### config.mk
export PLATFORM = sky130hd
export DESIGN_NAME = fetch_pipe_ctrl
export DESIGN_NICKNAME = d
export VERILOG_FILES = /design/src/rtl/fetch_pipe_ctrl.sv
export SDC_FILE = /design/constraint.sdc
export NUM_CORES = 1
export LEC_CHECK = 0
export BUFFER_PORTS_ARGS = -buffer_cell sky130_fd_sc_hd__buf_2
export CAP_MARGIN = 20
export CORE_ASPECT_RATIO = 1.4
export CORE_MARGIN = 3
export CORE_UTILIZATION = 50
export DETAILED_ROUTE_END_ITERATION = 10
export GPL_ROUTABILITY_DRIVEN = 0
export MAX_ROUTING_LAYER = met4
export PLACE_DENSITY_LB_ADDON = 0.25
export SLEW_MARGIN = 30
export SYNTH_ARGS = -nofsm -noshare
export SYNTH_HDL_FRONTEND = slang
export SYNTH_SLANG_ARGS = --single-unit
### constraint.sdc
create_clock -name clk -period 9.12 [get_ports clk]
set_input_delay 0.456 -clock clk [delete_from_list [all_inputs] [get_ports clk]]
set_output_delay 0.456 -clock clk [all_outputs]
set_load 0.01 [all_outputs]
### src/rtl/fetch_pipe_ctrl.sv
// fetch_pipe_ctrl: PC register, IF/ID register and the ID/EX and EX/MEM control
// registers, driven by the hazard unit's hold/bubble/flush outputs.
// Also contains a stall watchdog that flags a pipeline held for too long.
//
// Optional feature: define PERF_COUNTERS_EN to add the stall_cycles and
// flush_events performance counters.
//
// state    | meaning
// RUN      | pipeline advancing normally
// STALL    | pc_hold asserted, no redirect
// REDIRECT | branch or jump redirecting the PC
module fetch_pipe_ctrl #(
  parameter logic [31:0] RESET_PC    = 32'h0000_0000,
  parameter int          CTRL_W      = 16,
  parameter int          STALL_LIMIT = 15
) (
  input  logic              clk,
  input  logic              rst,
  input  logic [31:0]       instr_in,
  input  logic              pc_hold,
  input  logic              ifid_hold,
  input  logic              ctrl_bubble,
  input  logic              flush_ifid,
  input  logic              flush_idex,
  input  logic              flush_exmem,
  input  logic              branch_taken,
  input  logic [31:0]       branch_target,
  input  logic              jump_taken,
  input  logic [31:0]       jump_target,
  input  logic [CTRL_W-1:0] ctrl_id,
  output logic [31:0]       pc,
  output logic [31:0]       ifid_instr,
  output logic [31:0]       ifid_pc4,
  output logic [CTRL_W-1:0] idex_ctrl,
  output logic              idex_valid,
  output logic [CTRL_W-1:0] exmem_ctrl,
  output logic              exmem_valid,
  output logic              stall_timeout
`ifdef PERF_COUNTERS_EN
  ,
  output logic [31:0]       stall_cycles,
  output logic [31:0]       flush_events
`endif
);

  localparam int            CW    = $clog2(STALL_LIMIT + 1);
  localparam logic [CW-1:0] LIMIT = CW'(STALL_LIMIT);

  typedef enum logic [1:0] {
    RUN      = 2'd0,
    STALL    = 2'd1,
    REDIRECT = 2'd2
  } state_t;

  state_t        state, state_next;
  logic [CW-1:0] hold_cnt, hold_cnt_next;
  logic          redirect;
  logic [31:0]   pc_plus4;

  assign redirect = branch_taken | jump_taken;
  assign pc_plus4 = pc + 32'd4;

  // Next state and watchdog count; the counter is always 0 outside STALL,
  // so entering STALL starts the count at 1.
  always_comb begin
    state_next    = RUN;
    hold_cnt_next = '0;
    if (redirect) begin
      state_next = REDIRECT;
    end else if (pc_hold) begin
      state_next = STALL;
    end
    if (state_next == STALL) begin
      if (state != STALL) begin
        hold_cnt_next = CW'(1);
      end else if (hold_cnt != LIMIT) begin
        hold_cnt_next = hold_cnt + CW'(1);
      end else begin
        hold_cnt_next = hold_cnt;
      end
    end
  end

  // State, watchdog counter and registered timeout flag.
  always_ff @(posedge clk or posedge rst) begin
    if (rst) begin
      state         <= RUN;
      hold_cnt      <= '0;
      stall_timeout <= 1'b0;
    end else begin
      state         <= state_next;
      hold_cnt      <= hold_cnt_next;
      stall_timeout <= (hold_cnt_next == LIMIT);
    end
  end

  // PC register: redirects override the hold.
  always_ff @(posedge clk or posedge rst) begin
    if (rst) begin
      pc <= RESET_PC;
    end else if (branch_taken) begin
      pc <= branch_target;
    end else if (jump_taken) begin
      pc <= jump_target;
    end else if (!pc_hold) begin
      pc <= pc_plus4;
    end
  end

  // IF/ID register: flush or redirect beats hold.
  always_ff @(posedge clk or posedge rst) begin
    if (rst) begin
      ifid_instr <= '0;
      ifid_pc4   <= '0;
    end else if (flush_ifid || redirect) begin
      ifid_instr <= '0;
      ifid_pc4   <= '0;
    end else if (!ifid_hold) begin
      ifid_instr <= instr_in;
      ifid_pc4   <= pc_plus4;
    end
  end

  // ID/EX and EX/MEM control registers; ID/EX never holds, stalls become bubbles.
  always_ff @(posedge clk or posedge rst) begin
    if (rst) begin
      idex_ctrl   <= '0;
      idex_valid  <= 1'b0;
      exmem_ctrl  <= '0;
      exmem_valid <= 1'b0;
    end else begin
      if (ctrl_bubble || flush_idex) begin
        idex_ctrl  <= '0;
        idex_valid <= 1'b0;
      end else begin
        idex_ctrl  <= ctrl_id;
        idex_valid <= (ifid_instr != 32'd0);
      end
      if (flush_exmem) begin
        exmem_ctrl  <= '0;
        exmem_valid <= 1'b0;
      end else begin
        exmem_ctrl  <= idex_ctrl;
        exmem_valid <= idex_valid;
      end
    end
  end

`ifdef PERF_COUNTERS_EN
  // Performance counters, wrapping modulo 2^32.
  always_ff @(posedge clk or posedge rst) begin
    if (rst) begin
      stall_cycles <= '0;
      flush_events <= '0;
    end else begin
      if (state == STALL) begin
        stall_cycles <= stall_cycles + 32'd1;
      end
      if (flush_ifid || flush_idex || flush_exmem || redirect) begin
        flush_events <= flush_events + 32'd1;
      end
    end
  end
`endif

endmodule

Word level (Yosys, flattened, before mapping)
Cells that the tools add are included.
{"block": "totals", "register_bits": 137, "latch_bits": 0, "ram_bits": 0, "romBits": 0, "input_bits": 122, "out_inout_bits": 131, "word_cells": 38, "memories": 0}
{"block": "classes", "n_addsub": 2, "multipliers": 0, "div_mod_pow": 0, "magnitude_cmp": 0, "n_eq_ne": 6, "shifts": 0, "n_mux": 16, "n_bitwise": 1, "n_reduce_logical": 3}
{"operator": "2-to-1 mux 32 bit", "count": 7}
{"operator": "adder 32 x 3 -> 32 bit (second input constant)", "count": 1}
{"operator": "2-to-1 mux 16 bit", "count": 2}
{"operator": "nonzero test 32 bit", "count": 1}
{"operator": "2-to-1 mux 4 bit", "count": 3}
{"operator": "adder 4 x 1 -> 4 bit (second input constant)", "count": 1}
{"operator": "== test 4 bit (second input constant)", "count": 1}
{"operator": "inequality test 2 x 1 -> 1 bit (second input constant)", "count": 2}
{"operator": "inequality test 4 bit (second input constant)", "count": 1}
{"operator": "2-to-1 mux 1 bit", "count": 3}
{"operator": "inequality test 3 x 1 -> 1 bit (second input constant)", "count": 1}
{"operator": "== test 2 x 1 -> 1 bit (second input constant)", "count": 1}
{"operator": "logical OR 1 bit", "count": 2}
{"operator": "2-to-1 mux 2 bit", "count": 1}
{"operator": "OR 1 bit", "count": 1}

Logic depth before layout (Yosys ltp)
{"block": "logic_depth", "word_depth": 5, "depth_mapped": 8, "ltp_nobuf": 6}

Worst setup path after synthesis
Ideal clock, no wire load.
{"block": "synth_timing", "kind": "register to register", "from": "reg pc[2]", "to": "reg pc[30]", "setup_ns": 0.095, "t_arrival_ns": 1.839, "required_time_ns": 9.025, "slack_ns": 7.186, "path_stages_with_launch": 8, "path_buffers": 1, "synth_period_minus_slack_ns": 1.934, "cell_sequence": "dfrtp_1 ha_1 nand3_1 nor4_1 buf_2 nand3_1 mux2i_1 o31ai_1"}
{"block": "synth_via", "elab_chain_cells": 4}
{"item": "start: declaration", "line_no": "31", "rtl": "output logic [31:0] pc,"}
{"item": "start signal: assignment", "line_no": "102", "rtl": "pc <= branch_target;"}
{"item": "start signal: assignment", "line_no": "104", "rtl": "pc <= jump_target;"}
{"item": "start signal: assignment", "line_no": "106", "rtl": "pc <= pc_plus4;"}
{"item": "adder 32 x 3 -> 32 bit", "line_no": "61", "rtl": "assign pc_plus4 = pc + 32'd4;"}
{"item": "2-to-1 mux 32 bit", "line_no": "105", "rtl": "end else if (!pc_hold) begin"}
{"item": "2-to-1 mux 32 bit", "line_no": "103", "rtl": "end else if (jump_taken) begin"}
{"item": "2-to-1 mux 32 bit", "line_no": "101", "rtl": "end else if (branch_taken) begin"}
Every way passes these cells. The select of a mux whose other input is x is not followed.
A chain may end at the register's enable or synchronous reset.

Worst setup path in the final report
{"block": "layout_timing", "from": "in jump_taken", "to": "reg ifid_instr[20]"}
{"block": "layout_via", "elab_chain_cells": 3, "elab_cells_between_ends": 4, "cone_classes": "1 x eq/ne; 1 x mux; 1 x bitwise; 1 x reduce/logical"}
{"item": "start: declaration", "line_no": "28", "rtl": "input logic jump_taken,"}
{"item": "OR 1 bit *", "line_no": "60", "rtl": "assign redirect = branch_taken | jump_taken;"}
{"item": "net redirect", "line_no": "57", "rtl": "logic redirect;"}
{"item": "logical OR 1 bit *", "line_no": "115", "rtl": "end else if (flush_ifid || redirect) begin"}
{"item": "inequality test 2 x 1 -> 1 bit (no line) / 2-to-1 mux 32 bit (equally long branches)"}
{"item": "end signal: assignment", "line_no": "119", "rtl": "ifid_instr <= instr_in;"}
{"item": "end: declaration", "line_no": "32", "rtl": "output logic [31:0] ifid_instr,"}
The timed path passes the listed nets; every way through them passes the cells marked *.

==> run summary <==
The floorplan step defined a core boundary enclosing 12100 µm². The half-perimeter wire length of the detailed placement result is approximately 15000 µm. The number of synthesized flops with an enable pin came out at 0.

In this run the deepest clock path goes through 2 buffers. The average cell area after synthesis came out at slightly above 10 µm². Sequential elements use 54.3% of the synthesized area.

Ranked by instance count, the synthesized netlist is headed by 137 x dfrtp_1, 61 x nand2_1, 45 x o21ai_0. The floorplan die width came out at 101 µm. TritonCTS built the clock tree. The net switching component of the power came out at 413 µW.

The most frequent cell after synthesis is dfrtp_1. The internal power of the cells is 1090 µW. The clock latency at the later pin of the worst-skew pair is 0.41 ns.

The tightest hold margin came out at 0.101 ns. Row generation in the floorplan step produced 47 rows. The post-route fraction of the period consumed by the critical path is around 30%.

The buffers inserted during post-CTS setup optimization came out at 0. The number of cells produced by synthesis is 610. The count of final max-slew check failures is 0. Summing the areas of all xor and xnor instances in the mapped netlist gives 5.14% of the synthesized area.

The count of inserted antenna diode cells is 0. Of all flip-flops after synthesis, the portion carrying an async set or reset was 100%. In this run the static leakage power is about 0.0042 µW. The arrival time at the worst endpoint came out at 3.05 ns. The fraction of final layout cells sized beyond drive strength 1 is 35.6%. The worst path meets setup with 6.41 ns of slack. For the pin with the worst max-slew slack, the measured transition is ~0.77 ns. After detailed routing, the number of remaining DRC violations is 0. The number of primary I/O pins came out at 253.

The headroom to the max-slew limit is 48.4%. Ranked by total cell area, the synthesized netlist is headed by dfrtp_1 54%, a22o_1 5.4%, nand2_1 3.6%. The number of nets in the final layout came out at 973. The share of the core filled with cells in the final layout is between 60% and 70%.

In the synthesized netlist the dominant register cell turns out to be dfrtp_1. The growth of design area from synthesis to finish is 30.1%. IR analysis of the VDD net gives a maximum drop of 96.5 µV. STA classifies the critical path startpoint as an input pin.

Derived from the worst setup path, the maximum achievable clock frequency is 0.369 GHz. The max-capacitance violation count came out at 0. The global router's overall resource usage came out at 28.2%. TritonCTS created 17 clock buffers.

The required time of the critical path came out at 9.46 ns. The mux cell area share after synthesis is 2.40%. The detailed-router iteration count before antenna repair came out at 5.

The post-placement worst setup slack came out at 6.08 ns. The final sum of negative setup slack is 0 ns. Summing every instance area after synthesis gives 6310 µm².

The clock transition at the register clock pins on the worst setup and hold paths after CTS came out at about 0.060 ns. The number of warnings reported in the yosys synthesis log came out at 0. By area, the combinational part of the netlist is dominated by simple AND/OR/NAND/NOR gates. The clock share of power came out at 43.0%. The synthesized netlist devotes 0.397% of its cell area to adder and majority cells. The initial utilization of the core area, before any placement, comes to 52.3%. The largest fanout on the critical path is 55.

The count of nets left with antenna violations once routing finished came out at 0. Clock tree synthesis selected as its root buffer the cell clkbuf_16. The routed design uses ~1700 µm of met3 wire. The total of fill cells in the finished design came out at 951. The final routed wire length divided by cell count came out at 19.3 µm. The number of global-route vias before repair came out at 5601. The number of gates resized after cts came out at 0. The final critical delay including setup and external delays came out at 2.71 ns. The count of final hold-check violations is 0. The post-synthesis register bit count came out at 137.

The routed design uses about 10000 µm of met2 wire. The first global-routing pass estimated around 30000 µm of wire. Entering global routing, the biggest net connects 77 pins. Signal routing reaches up to met4. The number of buffers added to fix hold violations after cts is 0. The share of the synthesized area in compound gates (AO/OA/AOI/OAI) came out at between 10% and 20%. The power density relative to cell area is 183 nW/µm². The detailed router finished its first iteration with approximately 360 violations. The die height came out at 139 µm.

The count of buffers inserted at the top-level ports is 252. Per report_power, the sequential group accounts for 44.7% of the total. The initial antenna violation count came out at 0. After Yosys synthesis, and, or, nand and nor cells account for 17.7% of the synthesized area. The die area came out at 14000 µm². Counting every net in the synthesized netlist gives 734. The worst setup path is captured at a flip-flop. The worst hold path belongs to the class input pin to asynchronous set/reset pin. The run finished with clean final reports. The clock sink total came out at ~140. Yosys mapped the design onto 60 distinct sky130hd cell types. CTS built an H-tree with a depth of 4.

Between clock sinks in the finished design, the worst skew comes to roughly 0.0098 ns. The part of the total power dissipated in combinational logic is 12.4%. Net switching is 27.5% of the power. Setup repair after global routing left no endpoint under its margin. The sum of routed wire segments on met1 is roughly 7300 µm. The total detailed-routing wirelength is 19500 µm.

The total power is 1500 µW. The number of vias per cell came out at 5.76. The startpoint-to-endpoint class of the critical path is input pin to flip-flop. Setup violations remaining at the end of the flow were counted as 0. The share of the synthesized area in the top cell type came out at 54.3%. Summed over all instances, the cell type with the most area after synthesis is dfrtp_1.

Detailed routing inserted a total of 5814 vias. The total congestion overflow after global routing is 0.
cell usage in the layout (no fill, tap or decap), types with 5 or more instances in the layout:
cell type	count
o21ai_0	45
clkbuf_16	17
nor2b_1	17
and2_1	19
nor3_1	6
a22o_1	39
buf_2	252
inv_1	16
a221oi_1	6
nor4_1	13
a21oi_1	28
dfrtp_1	137
nand2_1	61
and3_1	5
nor2_1	35
xor2_1	22
o21a_1	5
nand4_1	12
buf_4	5
nand3_1	22
xnor2_1	15
mux2i_1	14
critical path, cell delays in order:
cell and delay [ns]:
buf_2 0.09, buf_4 0.25, nor2_2 0.48, inv_2 0.22, nor3b_2 0.63, buf_4 0.61, a22o_1 0.25
metrics by stage:
step | instance area, µm² | cells
after floorplan | 6310 | 610
after CTS | 8200 | 1009
after global routing | 8210 | 1009
final | 8210 | 1009
after detailed placement | 7650 | 977
after global placement | 7650 | 977
power groups by stage:
stage | Combinational, µW | Sequential [µW] | Clock (µW)
finish | 186 | 671 | 645
global route | 204 | 674 | 683
CTS | 186 | 670 | 653
detailed placement | 185 | 680 | 0
global placement | 181 | 679 | 0
floorplan | 96.6 | 682 | 0
worst paths after layout:
kind / to / depth (start not counted) / slack [ns] / from
min in group clk: pc[16]$_DFFE_PP0P_ / 3 / 0.25 / branch_target[16]
hold / removal: idex_ctrl[12]$_DFF_PP0_ / 2 / 0.10 / rst
hold reg to reg: ifid_pc4[11]$_DFFE_PP0P_ / 2 / 0.48 / ifid_pc4[11]$_DFFE_PP0P_
setup reg to reg: pc[18]$_DFFE_PP0P_ / 7 / 6.49 / pc[2]$_DFFE_PP0P_
max in group asynchronous: pc[15]$_DFFE_PP0P_ / 3 / 7.93 / rst
setup / recovery: ifid_instr[20]$_DFFE_PP0P_ / 7 / 6.41 / jump_taken
cell type report:
cell class	count	area, µm²	area share (%)
Sequential cell	137	3430	41.8
Multi-Input combinational cell	416	2660	32.3
Timing Repair Buffer	258	1310	16.0
Clock buffer	18	429	5.23
Tap cell	147	184	2.24
Clock inverter	14	125	1.52
Inverter	19	76.3	0.930
flip-flops by register name, summed over array words and instances, names as in the netlist:
register,cells
exmem_ctrl,16
exmem_valid,1
hold_cnt,4
idex_ctrl,16
idex_valid,1
ifid_instr,32
ifid_pc4,32
pc,32
stall_timeout,1
state,2
metal layers:
metal / global-route usage, % / vias to the layer above
li1: - / 2653
met1: 33.9 / 2780
met2: 47.1 / 337
met3: 5.79 / 44
met4: 8.96 / 0
met5: - / -
logic make-up (layout without fill, tap and decap cells):
logic type | after synthesis | in the layout
AND/OR/NAND/NOR | 211 | 211
AO/OA/AOI/OAI | 151 | 151
flip-flops | 137 | 137
buffers and inverters | 57 | 309
XOR/XNOR | 37 | 37
multiplexers | 15 | 15
adder cells (fa/ha/maj) | 2 | 2
Power figures use the tool's default switching activity.
